<file path="src/rtl/capture_if.sv">
// capture_if: bundle between the trigger-config/trigger/decimator side and the
// capture sequencer.
//   master (trigger side / host): drives run, capture_done, wrt_smpl,
//                                 triggered, trig_pos
//   slave  (capture_ctrl)       : drives we, waddr, armed, set_capture_done,
//                                 trig_addr
interface capture_if #(
    parameter int AW = 9
) ();
    logic          run;
    logic          capture_done;
    logic          wrt_smpl;
    logic          triggered;
    logic [AW-1:0] trig_pos;
    logic          we;
    logic [AW-1:0] waddr;
    logic          armed;
    logic          set_capture_done;
    logic [AW-1:0] trig_addr;

    modport master (
        output run, capture_done, wrt_smpl, triggered, trig_pos,
        input  we, waddr, armed, set_capture_done, trig_addr
    );

    modport slave (
        input  run, capture_done, wrt_smpl, triggered, trig_pos,
        output we, waddr, armed, set_capture_done, trig_addr
    );
endinterface

</file>
<file path="src/rtl/capture_ctrl.sv">
// capture_ctrl: capture sequencer for the logic-analyzer sample RAM.
// Owns the circular write pointer, raises armed once the pre-trigger window
// is full, counts post-trigger samples and pulses set_capture_done when the
// capture completes, latching the readout start address in trig_addr.
// Ports:
//   clk    - system clock, rising edge
//   rst_n  - asynchronous active-low reset
//   bus    - capture_if.slave (run/capture_done/wrt_smpl/triggered/trig_pos in,
//            we/waddr/armed/set_capture_done/trig_addr out)
module capture_ctrl #(
    parameter int ENTRIES = 384,
    parameter int AW      = $clog2(ENTRIES)
) (
    input  logic     clk,
    input  logic     rst_n,
    capture_if.slave bus
);
    localparam logic [AW:0]   L_ENT  = (AW+1)'(ENTRIES);
    localparam logic [AW:0]   L_ONE  = (AW+1)'(1);
    localparam logic [AW-1:0] L_LAST = AW'(ENTRIES - 1);

    typedef enum logic [1:0] {S_IDLE, S_CAPTURE, S_DONE} state_t;
    state_t r_state, w_state_nxt;

    logic [AW-1:0] r_waddr, r_trig_addr, w_waddr_inc;
    logic [AW:0]   r_smpl_cnt, r_trig_cnt;
    logic [AW:0]   w_smpl_inc, w_trig_inc, w_tp_eff, w_arm_thr;
    logic          r_armed, r_set_done;
    logic          w_we, w_start, w_abort, w_done;

    // Effective post-trigger length: 0 means 1, anything past the RAM means
    // ENTRIES-1 so at least one pre-trigger sample always survives.
    always_comb begin
        w_tp_eff = {1'b0, bus.trig_pos};
        if (bus.trig_pos == '0)
            w_tp_eff = L_ONE;
        else if ({1'b0, bus.trig_pos} >= L_ENT)
            w_tp_eff = L_ENT - L_ONE;
    end

    assign w_arm_thr   = L_ENT - w_tp_eff;
    assign w_waddr_inc = (r_waddr == L_LAST) ? '0 : r_waddr + AW'(1);
    assign w_smpl_inc  = (r_smpl_cnt == L_ENT) ? L_ENT : r_smpl_cnt + L_ONE;
    assign w_trig_inc  = r_trig_cnt + L_ONE;

    always_ff @(posedge clk or negedge rst_n) begin
        if (!rst_n) r_state <= S_IDLE;
        else        r_state <= w_state_nxt;
    end

    always_comb begin
        w_state_nxt = r_state;
        w_we        = 1'b0;
        w_start     = 1'b0;
        w_abort     = 1'b0;
        w_done      = 1'b0;
        case (r_state)
            S_IDLE: begin
                if (bus.run && !bus.capture_done) begin
                    w_start     = 1'b1;
                    w_state_nxt = S_CAPTURE;
                end
            end
            S_CAPTURE: begin
                // Abort wins over a strobe in the same cycle; that sample is dropped.
                if (!bus.run) begin
                    w_abort     = 1'b1;
                    w_state_nxt = S_IDLE;
                end else begin
                    w_we = bus.wrt_smpl;
                    if (bus.wrt_smpl && r_armed && bus.triggered &&
                        (w_trig_inc == w_tp_eff)) begin
                        w_done      = 1'b1;
                        w_state_nxt = S_DONE;
                    end
                end
            end
            S_DONE: begin
                // Hold until the host-visible done bit is set, so a re-arm
                // has to wait for the host to clear it.
                if (bus.capture_done) w_state_nxt = S_IDLE;
            end
            default: w_state_nxt = S_IDLE;
        endcase
    end

    always_ff @(posedge clk or negedge rst_n) begin
        if (!rst_n) begin
            r_waddr     <= '0;
            r_trig_addr <= '0;
            r_smpl_cnt  <= '0;
            r_trig_cnt  <= '0;
            r_armed     <= 1'b0;
            r_set_done  <= 1'b0;
        end else begin
            r_set_done <= w_done;
            if (w_start) begin
                r_waddr    <= '0;
                r_smpl_cnt <= '0;
                r_trig_cnt <= '0;
                r_armed    <= 1'b0;
            end else if (w_abort) begin
                r_armed <= 1'b0;
            end else if (w_we) begin
                r_waddr    <= w_waddr_inc;
                r_smpl_cnt <= w_smpl_inc;
                // smpl_cnt saturates at ENTRIES, above any threshold, so this fires once.
                if (w_smpl_inc == w_arm_thr) r_armed <= 1'b1;
                if (r_armed && bus.triggered) r_trig_cnt <= w_trig_inc;
                // Next write slot after the last post-trigger sample holds the oldest sample.
                if (w_done) begin
                    r_armed     <= 1'b0;
                    r_trig_addr <= w_waddr_inc;
                end
            end
        end
    end

    assign bus.we               = w_we;
    assign bus.waddr            = r_waddr;
    assign bus.armed            = r_armed;
    assign bus.set_capture_done = r_set_done;
    assign bus.trig_addr        = r_trig_addr;
endmodule

</file>
<file path="src/flat_wrapper.sv">
// flat-port wrapper written by rule: the top's interface ports become plain ports
module capture_ctrl_flat 
#(
    parameter int ENTRIES = 384,
    parameter int AW      = $clog2(ENTRIES)
)
  (clk, rst_n, bus_run, bus_capture_done, bus_wrt_smpl, bus_triggered, bus_trig_pos, bus_we, bus_waddr, bus_armed, bus_set_capture_done, bus_trig_addr);
  capture_if #(.AW(AW)) bus_i ();
  input  logic clk;
  input  logic rst_n;
  input wire logic [$bits(bus_i.run)-1:0] bus_run;
  input wire logic [$bits(bus_i.capture_done)-1:0] bus_capture_done;
  input wire logic [$bits(bus_i.wrt_smpl)-1:0] bus_wrt_smpl;
  input wire logic [$bits(bus_i.triggered)-1:0] bus_triggered;
  input wire logic [$bits(bus_i.trig_pos)-1:0] bus_trig_pos;
  output wire logic [$bits(bus_i.we)-1:0] bus_we;
  output wire logic [$bits(bus_i.waddr)-1:0] bus_waddr;
  output wire logic [$bits(bus_i.armed)-1:0] bus_armed;
  output wire logic [$bits(bus_i.set_capture_done)-1:0] bus_set_capture_done;
  output wire logic [$bits(bus_i.trig_addr)-1:0] bus_trig_addr;
  assign bus_i.run = bus_run;
  assign bus_i.capture_done = bus_capture_done;
  assign bus_i.wrt_smpl = bus_wrt_smpl;
  assign bus_i.triggered = bus_triggered;
  assign bus_i.trig_pos = bus_trig_pos;
  assign bus_we = bus_i.we;
  assign bus_waddr = bus_i.waddr;
  assign bus_armed = bus_i.armed;
  assign bus_set_capture_done = bus_i.set_capture_done;
  assign bus_trig_addr = bus_i.trig_addr;
  capture_ctrl #(.ENTRIES(ENTRIES), .AW(AW)) u_core (.clk(clk), .rst_n(rst_n), .bus(bus_i));
endmodule
</file>
<file path="config.mk">
export PLATFORM = sky130hd
export DESIGN_NAME = capture_ctrl_flat
export DESIGN_NICKNAME = d
export VERILOG_FILES = /design/src/rtl/capture_if.sv /design/src/rtl/capture_ctrl.sv /design/src/flat_wrapper.sv
export SDC_FILE = /design/constraint.sdc
export NUM_CORES = 1
export LEC_CHECK = 0
export BUFFER_PORTS_ARGS = -buffer_cell sky130_fd_sc_hd__buf_2
export CORE_MARGIN = 4
export CORE_UTILIZATION = 25
export CTS_BUF_LIST = sky130_fd_sc_hd__clkbuf_8
export CTS_CLUSTER_DIAMETER = 100
export DETAILED_ROUTE_END_ITERATION = 6
export MAX_ROUTING_LAYER = met4
export PLACE_DENSITY = 0.44
export SLEW_MARGIN = 20
export SYNTH_ARGS = -nofsm -noshare
export SYNTH_HDL_FRONTEND = slang
export SYNTH_SLANG_ARGS = --single-unit
</file>
<file path="constraint.sdc">
create_clock -name clk -period 5.1 [get_ports clk]
set_input_delay 1.02 -clock clk [delete_from_list [all_inputs] [get_ports clk]]
set_output_delay 1.02 -clock clk [all_outputs]
set_load 0.005 [all_outputs]
</file>
# Word-level counts from Yosys, hierarchy flattened

Cells that the tools add are included.

Bits in registers: 42
Input port bits: 15
Output and inout bits: 21
Logic and storage cells: 74

Add/subtract/negate cells: 4
Order comparisons: 1
Equality and inequality tests: 10
Multiplexer cells: 33
Bitwise operators: 2
Reduce and logical (&&, ||, !) cells: 17

Operators by type and width:

| operator                                              | count |
|---|---|
| two-way mux 10 bit                                    | 8 |
| two-way mux 9 bit                                     | 6 |
| adder 10 x 1 -> 10 bit (second input constant)        | 2 |
| equality test 10 bit                                  | 2 |
| two-way mux 1 bit                                     | 14 |
| equality test 10 x 9 -> 1 bit (second input constant) | 1 |
| subtractor 9 x 9 -> 10 bit (first input constant)     | 1 |
| adder 9 x 1 -> 9 bit (second input constant)          | 1 |
| equality test 9 bit (second input constant)           | 1 |
| >= comparator 9 bit (second input constant)           | 1 |
| logical NOT 9 bit                                     | 1 |
| two-way mux 2 bit                                     | 4 |
| case mux 2 bit (3 select lines)                       | 1 |
| AND reduction 3 bit                                   | 2 |
| logical AND 1 bit                                     | 5 |
| != test 2 x 1 -> 1 bit (second input constant)        | 2 |
| AND reduction 2 bit                                   | 2 |
| AND reduction 4 bit                                   | 1 |
| nonzero test 2 bit                                    | 2 |
| nonzero test 4 bit                                    | 1 |
| != test 3 x 2 -> 1 bit (second input constant)        | 1 |
| nonzero test 3 bit                                    | 1 |
| equality test 2 x 1 -> 1 bit (second input constant)  | 1 |
| equality test 2 bit (second input constant)           | 1 |
| 4 further kinds                                       | 5 |

# Logic depth before layout (Yosys ltp)

Word-level depth: 12
Gate-level depth with buffers: 12
Gate-level depth less buffers: 11

# Worst setup path before layout

OpenSTA, ideal clock, no wires.

Kind: input-to-reg
Start: input port bus_trig_pos[5]
End: register u_core.r_armed, in the netlist u_core.bus.armed
Data arrival time: 3.525 ns
Required time: 5.035 ns
Setup slack: 1.510 ns
Stages: 12
Path buffers: 1
Cell sequence: buf_2 -> nor4_1 -> a211o_1 -> inv_1 -> ha_1 -> nor3b_1 -> mux2i_1 -> xor2_1 -> a2111oi_0 -> nand4_1 -> nor4_1 -> o22a_1

Word-level cells in the longest chain between the ends: 12
Elaborated cells on any way between the ends: 17

Ends and longest elaborated chain:

| item                                                                               | line                | text |
|---|---|---|
| start, declared                                                                    | flat_wrapper.sv:15  | `input wire logic [$bits(bus_i.trig_pos)-1:0] bus_trig_pos;` |
| >= comparator 9 bit                                                                | capture_ctrl.sv:37  | `else if ({1'b0, bus.trig_pos} >= L_ENT)` |
| two-way mux 9 bit                                                                  | capture_ctrl.sv:37  |  |
| two-way mux 9 bit (*)                                                              | capture_ctrl.sv:35  | `if (bus.trig_pos == '0)` |
| parallel branches: the longest is 9 deep, another holds subtractor 9 x 9 -> 10 bit | --                  |  |
| end signal, assigned                                                               | capture_ctrl.sv:101 | `r_armed <= 1'b0;` |
| end signal, assigned                                                               | capture_ctrl.sv:103 | `r_armed <= 1'b0;` |
| end signal, assigned                                                               | capture_ctrl.sv:112 | `r_armed <= 1'b0;` |
| end, declared                                                                      | capture_ctrl.sv:28  | `logic r_armed, r_set_done;` |

Every way passes the cells marked *. The select of a mux whose other input is x is not followed.
A chain may end at the register's enable or synchronous reset.

# Final worst setup path

Same ends and word-level chain as after synthesis.

==> results_dict.tcl <==
set metrics [dict create \
    gr-total-overflow 0 \
    vias 2598 \
    r2r_slack_ps 2020 \
    grt_setup_unrepaired "false" \
    skew_ps 13.7 \
    wl_met2_um 3870 \
    crit_type "in -> reg" \
    cts.clk_slew.worst_paths_ps 100 \
    finalCritPeriodShare 0.719 \
    grt_pass1_wl_um 12900 \
    setup_viol 0 \
    finalMaxSlewViolations 0 \
    grt_pass1_vias 2521 \
    status "completed" \
    antenna_found_initial 0 \
    final_common_cell "dfrtp_1" \
    cts_resized 0 \
    power_density_nw_per_um2 205 \
    maxCapViolations 0 \
    async_flop_share 1.00 \
    peakVddDrop_mv 0.0973 \
    detail-route-antenna-nets 0 \
    synth-seq-cells 42 \
    drive_above_1_share 0.166 \
    finalHoldViolCount 0 \
    gp_congestion 0.819 \
    syn-cell-area_um2 2990 \
    dieArea_um2 13800 \
    p_leak_nw 1.51 \
    crit_chain "buf_2, nor4_1, a211o_1, inv_1, ha_1, nor3b_1, mux2i_1, xor2_1, a2111oi_0, nand4_1, nor4_1, o22a_1" \
    top_layer "met4" \
    cp.depth 12 \
    r2r_cells 9 \
    placed_area_um2 3280 \
    cts.htree.levels 2 \
    ys.flop_type "dfrtp_1" \
    routed_wl_um 7830 \
    layout_common_cells "dfrtp_1, buf_2, nand2_1, o21ai_0, nor2_1" \
    dp_hpwl_um 5810 \
    post-route-min-period_ps 3670 \
    startpoint_type "input port" \
    required_ps 5340 \
    critPathLaunch "bus_trig_pos[5]" \
    post_drt_via_cell_ratio 5.03 \
    synth_edf_count 0 \
    grtUsageTotal 0.123 \
    hp-class "reg -> reg" \
    maxSlewHeadroom 0.371 \
    syn-num-nets 364 \
    crit_buf_inv 2 \
    fill_cells 1210 \
    core_um2 11600 \
    fin_tns_setup_ps 0 \
    cts.sinks 42 \
    grt_max_degree 43 \
    syn_avg_cell_area_um2 8.68 \
    ctsHoldBuffers 0 \
    start_util 0.258 \
    synth_seq_area_share 0.352 \
    r2r-start "u_core.r_trig_cnt[0]" \
    dr.pass1.iters 4 \
    drc 0 \
    cp.arrival_ps 3910 \
    crit_fanout 10 \
    portBuffers 35 \
    ys_types 60 \
    hp-start "u_core.bus.trig_addr[3]" \
    clockRootBuffer "clkbuf_8" \
    rows 39 \
    cp-end-kind "register" \
    crit_top_cell "nor4_1" \
    tightestPinTransition_ps 941 \
    cts_tree "yes" \
    die_height_um 117 \
    fin_nets 392 \
    dieWidth_um 117 \
    numCtsBuffers 5 \
    clockBufferDepth 2 \
    area_growth_pct 12.9 \
    cp_slowest_cell "nor4_1" \
    dr_wl_met3_um 236 \
    cts_setup_buffers 0 \
    critPathTopFamily "simple AND/OR/NAND/NOR gates" \
    diodes 0 \
    drt_iter0_drc 157 \
    min_path_cells 1 \
    cpPeakStageDelay_ps 590 \
    ys_warn_count 0 \
    max_freq_mhz 273 \
    clock_latency_ps 310 \
    wl_met1_um 3610 \
    netlist_instances 344 \
    stdcell_area_um2 3370 \
    io_pins 36 \
    wl_per_cell_um 15.2 \
]
per-layer routing:
layer / global-route usage / vias to the layer above
met5: - / -
met4: 0.0306 / 0
met3: 0.0257 / 10
met2: 0.205 / 37
met1: 0.154 / 1256
li1: - / 1295
layout make-up:
cell class	count	area, µm²	share of cell area
inverter	13	48.8	0.0145
clock buffer	5	68.8	0.0204
multi-input combinational	272	1800	0.534
timing repair buffer	38	198	0.0586
tap	143	179	0.0531
sequential	42	1050	0.312
clock inverter	3	25.0	0.00742
power by group:
part	total (mW)	switching (mW)	internal, mW
sequential	0.350	0.00954	0.340
clock	0.231	0.132	0.0990
combinational	0.111	0.0683	0.0429
total	0.692	0.210	0.482
worst reg2reg max path: cells and delay by family, from the launching register on:
family | cells | cell delay [ps]
AND/OR/NAND/NOR | 4 | 1140
AO/OA/AOI/OAI | 2 | 520
flip-flops | 1 | 490
multiplexers | 1 | 330
buffers and inverters | 1 | 270
adder cells (fa/ha/maj) | 1 | 250
cells in the mapped netlist (2+ instances only):
master,instances,share of area
o41ai_1,2,0.0059
nand3_1,23,0.039
o21ai_0,32,0.054
inv_1,13,0.016
o31ai_1,5,0.013
mux2i_1,7,0.023
dfrtp_1,42,0.35
a21oi_1,11,0.018
and2_1,7,0.015
ha_1,5,0.021
a211oi_1,2,0.0050
nand2_1,32,0.040
clkbuf_1,11,0.014
nand3b_1,2,0.0050
nand4_1,6,0.013
or3_1,3,0.0063
xnor2_1,12,0.035
a22o_1,3,0.0088
mux2_4,6,0.030
nor3b_1,3,0.0075
o22ai_1,2,0.0042
nor4_1,7,0.015
nor3_1,7,0.012
xor2_1,19,0.056
nor2b_1,5,0.010
buf_6,2,0.0075
buf_2,2,0.0034
and4_1,3,0.0088
nor2_1,29,0.036
nor3b_2,2,0.0084
and3_1,7,0.015
a31oi_1,2,0.0042
a21boi_0,2,0.0050
a21o_1,2,0.0050
state kept, by name, summed over array words and instances, names as in the netlist:
| register | flops |
|---|---|
| u_core.bus.armed | 1 |
| u_core.bus.set_capture_done | 1 |
| u_core.bus.trig_addr | 9 |
| u_core.bus.waddr | 9 |
| u_core.r_smpl_cnt | 10 |
| u_core.r_state | 2 |
| u_core.r_trig_cnt | 10 |
cells by family (layout without fill, tap and decap cells):
| logic type | Yosys count | after routing | share of synthesized area |
|---|---|---|---|
| adder cells (fa/ha/maj) | 5 | 5 | 0.0210 |
| AND/OR/NAND/NOR | 144 | 144 | 0.254 |
| XOR/XNOR | 33 | 33 | 0.106 |
| buffers and inverters | 30 | 59 | 0.0448 |
| multiplexers | 14 | 14 | 0.0574 |
| flip-flops | 42 | 42 | 0.352 |
| AO/OA/AOI/OAI | 76 | 76 | 0.164 |
per-stage QoR:
step | total power [mW] | utilization | setup WS (ps) | hold slack, ps | instances
after detailed placement | 0.469 | 0.283 | 1150 | 492 | 508
after global routing | 0.736 | 0.291 | 1080 | 537 | 516
after floorplan | 0.430 | - | 1510 | 473 | 344
after CTS | 0.704 | 0.291 | 1450 | 519 | 516
after global placement | 0.468 | 0.283 | 1280 | 490 | 508
final | 0.692 | 0.291 | 1430 | 515 | 516
final timing paths:
kind,to
worst max-delay path,u_core.bus.armed
worst min-delay path,u_core.bus.trig_addr[3]
worst max register to register,u_core.bus.trig_addr[7]
worst min register to register,u_core.bus.trig_addr[3]
max in group asynchronous,u_core.bus.trig_addr[8]
min in group asynchronous,u_core.r_trig_cnt[8]
Power figures use the tool's default switching activity.
